### src/rtl/div_pkg.sv
// Shared definitions for the iterative divider: FSM encoding and result packing.
package div_pkg;

    typedef enum logic [1:0] {
        DIV_FREE   = 2'b00,
        DIV_ON     = 2'b01,
        DIV_END    = 2'b10,
        DIV_BYZERO = 2'b11
    } div_state_e;

    localparam int unsigned DIV_MAX_W = 64;

    // {remainder, quotient}; callers zero-extend to DIV_MAX_W and truncate to 2*width.
    function automatic logic [2*DIV_MAX_W-1:0] pack_result(
        input logic [DIV_MAX_W-1:0] rem,
        input logic [DIV_MAX_W-1:0] quo,
        input int unsigned          width
    );
        return ((2*DIV_MAX_W)'(rem) << width) | (2*DIV_MAX_W)'(quo);
    endfunction

endpackage

### src/rtl/div_iter_step.sv
// One restoring-division step: shift in the dividend MSB, subtract the divisor if it fits.
module div_step #(
    parameter int unsigned WIDTH = 32
) (
    input  logic [WIDTH-1:0] i_rem,
    input  logic             i_msb,
    input  logic [WIDTH-1:0] i_divisor,
    output logic [WIDTH-1:0] o_rem_c,
    output logic             o_qbit_c
);

    logic [WIDTH:0] w_trial;
    logic [WIDTH:0] w_diff;
    logic [WIDTH:0] w_sel;
    logic           w_ge;

    always_comb begin
        w_trial  = {i_rem, i_msb};
        w_ge     = (w_trial >= {1'b0, i_divisor});
        w_diff   = w_trial - {1'b0, i_divisor};
        w_sel    = w_ge ? w_diff : w_trial;
        // partial remainder stays below the divisor, so the top bit is always zero
        o_rem_c  = WIDTH'(w_sel);
        o_qbit_c = w_ge;
    end

endmodule

### src/rtl/div_iter.sv
// Iterative restoring divider with start/annul/ready handshake; WIDTH+1 cycles per divide.
module div_iter
    import div_pkg::*;
#(
    parameter int unsigned WIDTH = 32
) (
    input  logic                 clk,
    input  logic                 rst,
    input  logic                 signed_div_i,
    input  logic [WIDTH-1:0]     opdata1_i,
    input  logic [WIDTH-1:0]     opdata2_i,
    input  logic                 start_i,
    input  logic                 annul_i,
    output logic [2*WIDTH-1:0]   result_o,
    output logic                 ready_o
);

    localparam int unsigned CNT_W = $clog2(WIDTH + 1);
    localparam int unsigned RES_W = 2 * WIDTH;

    div_state_e         r_state,    w_state_nxt;
    logic [WIDTH-1:0]   r_dividend, w_dividend_nxt;
    logic [WIDTH-1:0]   r_divisor,  w_divisor_nxt;
    logic [WIDTH-1:0]   r_rem,      w_rem_nxt;
    logic [WIDTH-1:0]   r_quo,      w_quo_nxt;
    logic [CNT_W-1:0]   r_cnt,      w_cnt_nxt;
    logic               r_signed,   w_signed_nxt;
    logic               r_neg_a,    w_neg_a_nxt;
    logic               r_neg_b,    w_neg_b_nxt;
    logic [RES_W-1:0]   r_result,   w_result_nxt;
    logic               r_ready,    w_ready_nxt;

    logic [WIDTH-1:0]   w_step_rem;
    logic               w_step_qbit;
    logic [WIDTH-1:0]   w_abs_a;
    logic [WIDTH-1:0]   w_abs_b;
    logic [WIDTH-1:0]   w_quo_fin;
    logic [WIDTH-1:0]   w_rem_fin;
    logic [RES_W-1:0]   w_packed;

    div_step #(.WIDTH(WIDTH)) u_step (
        .i_rem     (r_rem),
        .i_msb     (r_dividend[WIDTH-1]),
        .i_divisor (r_divisor),
        .o_rem_c   (w_step_rem),
        .o_qbit_c  (w_step_qbit)
    );

    // Operand magnitudes at acceptance and sign fix-up at finalize
    always_comb begin
        w_abs_a   = (signed_div_i && opdata1_i[WIDTH-1]) ? WIDTH'(WIDTH'(0) - opdata1_i) : opdata1_i;
        w_abs_b   = (signed_div_i && opdata2_i[WIDTH-1]) ? WIDTH'(WIDTH'(0) - opdata2_i) : opdata2_i;
        w_quo_fin = (r_signed && (r_neg_a ^ r_neg_b)) ? WIDTH'(WIDTH'(0) - r_quo) : r_quo;
        w_rem_fin = (r_signed && r_neg_a) ? WIDTH'(WIDTH'(0) - r_rem) : r_rem;
        w_packed  = RES_W'(pack_result(DIV_MAX_W'(w_rem_fin), DIV_MAX_W'(w_quo_fin), WIDTH));
    end

    always_comb begin
        w_state_nxt    = r_state;
        w_dividend_nxt = r_dividend;
        w_divisor_nxt  = r_divisor;
        w_rem_nxt      = r_rem;
        w_quo_nxt      = r_quo;
        w_cnt_nxt      = r_cnt;
        w_signed_nxt   = r_signed;
        w_neg_a_nxt    = r_neg_a;
        w_neg_b_nxt    = r_neg_b;
        w_result_nxt   = '0;
        w_ready_nxt    = 1'b0;

        case (r_state)
            DIV_FREE: begin
                if (start_i && !annul_i) begin
                    if (opdata2_i == '0) begin
                        w_state_nxt = DIV_BYZERO;
                    end else begin
                        w_state_nxt    = DIV_ON;
                        w_signed_nxt   = signed_div_i;
                        w_neg_a_nxt    = opdata1_i[WIDTH-1];
                        w_neg_b_nxt    = opdata2_i[WIDTH-1];
                        w_dividend_nxt = w_abs_a;
                        w_divisor_nxt  = w_abs_b;
                        w_rem_nxt      = '0;
                        w_quo_nxt      = '0;
                        w_cnt_nxt      = '0;
                    end
                end
            end
            DIV_BYZERO: begin
                w_state_nxt = annul_i ? DIV_FREE : DIV_END;
            end
            DIV_ON: begin
                if (annul_i) begin
                    w_state_nxt = DIV_FREE;
                end else if (r_cnt == CNT_W'(WIDTH)) begin
                    w_state_nxt  = DIV_END;
                    w_result_nxt = w_packed;
                    w_ready_nxt  = 1'b1;
                end else begin
                    w_rem_nxt      = w_step_rem;
                    w_quo_nxt      = {r_quo[WIDTH-2:0], w_step_qbit};
                    w_dividend_nxt = {r_dividend[WIDTH-2:0], 1'b0};
                    w_cnt_nxt      = r_cnt + CNT_W'(1);
                end
            end
            DIV_END: begin
                // divide-by-zero arrives here with ready low; it rises on the following edge
                if (start_i) begin
                    w_result_nxt = r_result;
                    w_ready_nxt  = 1'b1;
                end else begin
                    w_state_nxt = DIV_FREE;
                end
            end
            default: begin
                w_state_nxt = DIV_FREE;
            end
        endcase
    end

    always_ff @(posedge clk) begin
        if (rst) begin
            r_state    <= DIV_FREE;
            r_dividend <= '0;
            r_divisor  <= '0;
            r_rem      <= '0;
            r_quo      <= '0;
            r_cnt      <= '0;
            r_signed   <= 1'b0;
            r_neg_a    <= 1'b0;
            r_neg_b    <= 1'b0;
            r_result   <= '0;
            r_ready    <= 1'b0;
        end else begin
            r_state    <= w_state_nxt;
            r_dividend <= w_dividend_nxt;
            r_divisor  <= w_divisor_nxt;
            r_rem      <= w_rem_nxt;
            r_quo      <= w_quo_nxt;
            r_cnt      <= w_cnt_nxt;
            r_signed   <= w_signed_nxt;
            r_neg_a    <= w_neg_a_nxt;
            r_neg_b    <= w_neg_b_nxt;
            r_result   <= w_result_nxt;
            r_ready    <= w_ready_nxt;
        end
    end

    assign result_o = r_result;
    assign ready_o  = r_ready;

endmodule

### config.mk
export PLATFORM = sky130hd
export DESIGN_NAME = div_iter
export DESIGN_NICKNAME = d
export VERILOG_FILES = /design/src/rtl/div_pkg.sv /design/src/rtl/div_iter_step.sv /design/src/rtl/div_iter.sv
export SDC_FILE = /design/constraint.sdc
export NUM_CORES = 1
export LEC_CHECK = 0
export ABC_AREA = 1
export ABC_CLOCK_PERIOD_IN_PS = 4030
export CAP_MARGIN = 10
export CORE_MARGIN = 2
export CORE_UTILIZATION = 50
export DETAILED_ROUTE_END_ITERATION = 7
export PLACE_DENSITY = 0.78
export REMOVE_ABC_BUFFERS = 1
export SETUP_SLACK_MARGIN = 0.4
export SKIP_CTS_REPAIR_TIMING = 1
export SLEW_MARGIN = 25
export SYNTH_ARGS = -nofsm -noshare
export SYNTH_HDL_FRONTEND = slang
export SYNTH_SLANG_ARGS = --single-unit
### constraint.sdc
create_clock -name clk -period 4.03 [get_ports clk]
set_clock_uncertainty 0.15 [all_clocks]
set_input_delay 0.403 -clock clk [delete_from_list [all_inputs] [get_ports clk]]
set_output_delay 0.403 -clock clk [all_outputs]
set_load 0.03 [all_outputs]
==> implementation parameters <==
Parameter                              Value

Outcome
  Status    completed

Route
  Met3 Wirelength    2.87 mm
  Post-Route WL    41.0 mm
  Mean routed wirelength per cell    14.7 um
  Via Count    14800
  Detail Route Antenna Nets    0
  Detailed-router iteration count before antenna repair    7
  Detailed Route Iter0 Violations    1220
  DR WL met2    19.3 mm
  Total routed wire length on the met1 layer    17.6 mm
  Top routing layer in use    met4
  DR DRC count    0
  Mean number of vias per cell    5.31

Timing
  Setup repair after global routing missed its margin    no
  Final setup violation count    0
  Time the final worst path needs with I/O delays and setup    3.26 ns
  Portion of the clock cycle consumed by the worst path in the final layout    81.0%
  Hold Vio Cnt, Final    0
  Worst Max-Slew Pin Slew    0.947 ns
  Maximum clock frequency    307 MHz
  Relative slew margins    36.5%
  Final number of max-transition violations    0
  Final-layout setup total negative slack    0 ns
  Worst Hold Slack    0.225 ns

Logic synthesis
  Cell taking the most area after synthesis    dfxtp_1
  Proportion of netlist area held by the largest area contributor    29.2%
  Number of instances in the synthesized netlist    2316
  Number of synthesized register bits    204
  Yosys cell types    48
  Sequential area share after synthesis    29.2%
  Share of synthesized registers carrying an async set or reset    0%
  Dominant register cell in the synthesized netlist    dfxtp_1
  Number of synthesis warnings    0
  Post-Synthesis Mean Instance Area    6.03 um^2
  Cell types with the largest area share after synthesis    dfxtp_1 (29%), nand2_1 (20%), nand3_1 (7.7%)
  Number of enable-type register cells in the synthesized netlist    0
  Mapped Area    0.0140 mm^2

Critical path
  Top cell by count, worst path    inv_1
  R2R Setup Slk    0.77 ns
  Critical Path Slowest Stage Cell    ha_1
  FF-to-FF Start    r_state[1]
  Data arrival time of the worst path    3.57 ns
  Path type of the worst setup path    reg -> reg
  Worst Path Buf+Inv    3
  Reg2Reg Capture Point    result_o[48]
  Type of destination of the critical path    flip-flop
  Critical Path Source Type    flip-flop
  Slowest Stage Delay on Critical Path    0.69 ns
  Worst R2R Path Depth    10
  Worst EP required    4.34 ns
  Ordered cell list for the critical path    inv_1, ha_1, inv_1, nor2_1, nand2_1, nor2_4, buf_4, o21ai_0, a21o_1, a21oi_1
  Family with the most delay on the worst path    buffers and inverters
  Top fanout value on the critical path    48

Finish
  N_diodes    0
  Synth-to-layout area growth    16.8%
  Count of nets after finishing    2514
  Most frequent cells in the layout    nand2_1 (736), inv_1 (275), nand3_1 (214)
  Share of layout cells above drive strength 1    4.72%
  Most frequent standard cell in the layout excluding fill and tap cells    nand2_1
  Post-layout util    59.1%

Die
  I/O pin cnt    134
  Die X-Extent    171 um
  Initial Utilization    50.6%
  Floorplan core area    0.0276 mm^2
  Row cnt    61
  Full die area    0.0293 mm^2
  Die H    171 um

Clocking
  Clock tree sinks    204
  Maximum count of clock buffers along a single path    3
  Clock tree from TritonCTS    built
  Worst-skew pair later-pin latency    0.53 ns
  Htree depth    1
  Root Driver    clkbuf_16
  Clock-pin transition on the worst setup and hold timing paths    0.06 ns
  Clock buffer count from CTS    23

Placed design
  Global placer's final weighted congestion    1.01
  Post-DP HPWL    30.3 mm
  Number of buffers inserted by port buffering    133

Min path
  Type of the tightest min-delay check    in -> reg
  Hold path startpoint    rst
  Cell depth of the worst hold path    2
  Terminating pin of the worst hold path    r_dividend[0]

Pwr
  Maximum resistive drop on vdd    0.000308 V
  Standby leakage power    7.24 nW
  Power per unit of standard cell area    354 mW/mm^2
  Overall power after layout    5.78 mW

Job
  Max-cap violation count    0

GRT
  Overall global routing resource usage    27.9%
  First-pass GRT wire length    66.9 mm
  Vias in the first global route    13800
  Pin count of the biggest net entering global routing    91
  Total global routing overflow    0
  Antenna violations before repair    0
==> cells in the mapped netlist (all sizes together), types with 28 or more instances <==
cell and n:
dfxtp 204, xor2 36, clkbuf 52, inv 284, nor3 28, o21ai 100, ha 43, a21oi 221
nand2 750, nor2 216, buf 36, nand3 215
==> sequential cells by signal, summed over array words and instances (netlist names) <==
signal,cells
r_neg_b,1
r_rem,32
r_neg_a,1
r_signed,1
ready_o,1
result_o,64
r_dividend,32
r_divisor,32
r_quo,32
r_state,2
r_cnt,6
==> kinds of logic (layout without fill, tap and decap cells) <==
group                    after synthesis  in the layout  synth area share (%)
AND/OR/NAND/NOR                     1268           1268                  38.3
buffers and inverters                374            475                  10.6
AO/OA/AOI/OAI                        365            365                  14.1
flip-flops                           204            204                  29.2
XOR/XNOR                              61             61                  3.82
adder cells (fa/ha/maj)               44             44                  3.99
==> worst register-to-register path: stages, from the launching register on <==
cell     delay, ns
dfxtp_1       0.34
inv_1         0.11
ha_1          0.69
inv_1         0.39
nor2_1        0.22
nand2_1       0.14
nor2_4        0.12
buf_4         0.47
o21ai_0       0.23
a21o_1        0.20
a21oi_1       0.11
==> cell type report <==
type | instances | area [um^2]
clock buffers | 31 | 656
clock inverters | 10 | 146
fillers | 2816 | 11300
inverters | 286 | 1070
multi-input cells | 1738 | 8410
flip-flops and latches | 204 | 4080
well taps | 378 | 473
repair buffers | 148 | 1470
==> metal layers <==
| metal | vias to the layer above | track usage [%] |
|---|---|---|
| li1 | 7596 | - |
| met1 | 6664 | 34.7 |
| met2 | 491 | 48.7 |
| met3 | 82 | 4.65 |
| met4 | 0 | 9.58 |
| met5 | - | 0 |
==> power by group <==
group          internal, mW  total, mW  switching [mW]
clock                  1.34       2.22           0.884
sequential             2.10       2.15          0.0522
combinational         0.449       1.40           0.951
==> worst max-delay path by stage <==
| stage | endpoint | depth (start not counted) | slack [ns] | startpoint |
|---|---|---|---|---|
| final | result_o[48] | 10 | 0.77 | r_state[1] |
| after global placement | r_divisor[19] | 14 | 0.86 | opdata2_i[0] |
| after CTS | result_o[17] | 10 | 0.73 | r_state[1] |
| after detailed placement | r_rem[25] | 15 | 0.76 | opdata2_i[0] |
| after floorplan | result_o[1] | 9 | -0.15 | r_state[0] |
| after global routing | result_o[48] | 10 | 0.49 | r_state[1] |
==> metrics by stage <==
step / instance area (um^2) / worst slack [ns] / cells
2_1_floorplan: 13600 / -0.148 / 2228
3_3_place_gp: 15500 / 0.859 / 2754
3_5_place_dp: 15500 / 0.762 / 2754
4_1_cts: 16300 / 0.731 / 2795
5_1_grt: 16300 / 0.489 / 2795
6_report: 16300 / 0.767 / 2795
Note: power is estimated with default switching activity, not from simulation.
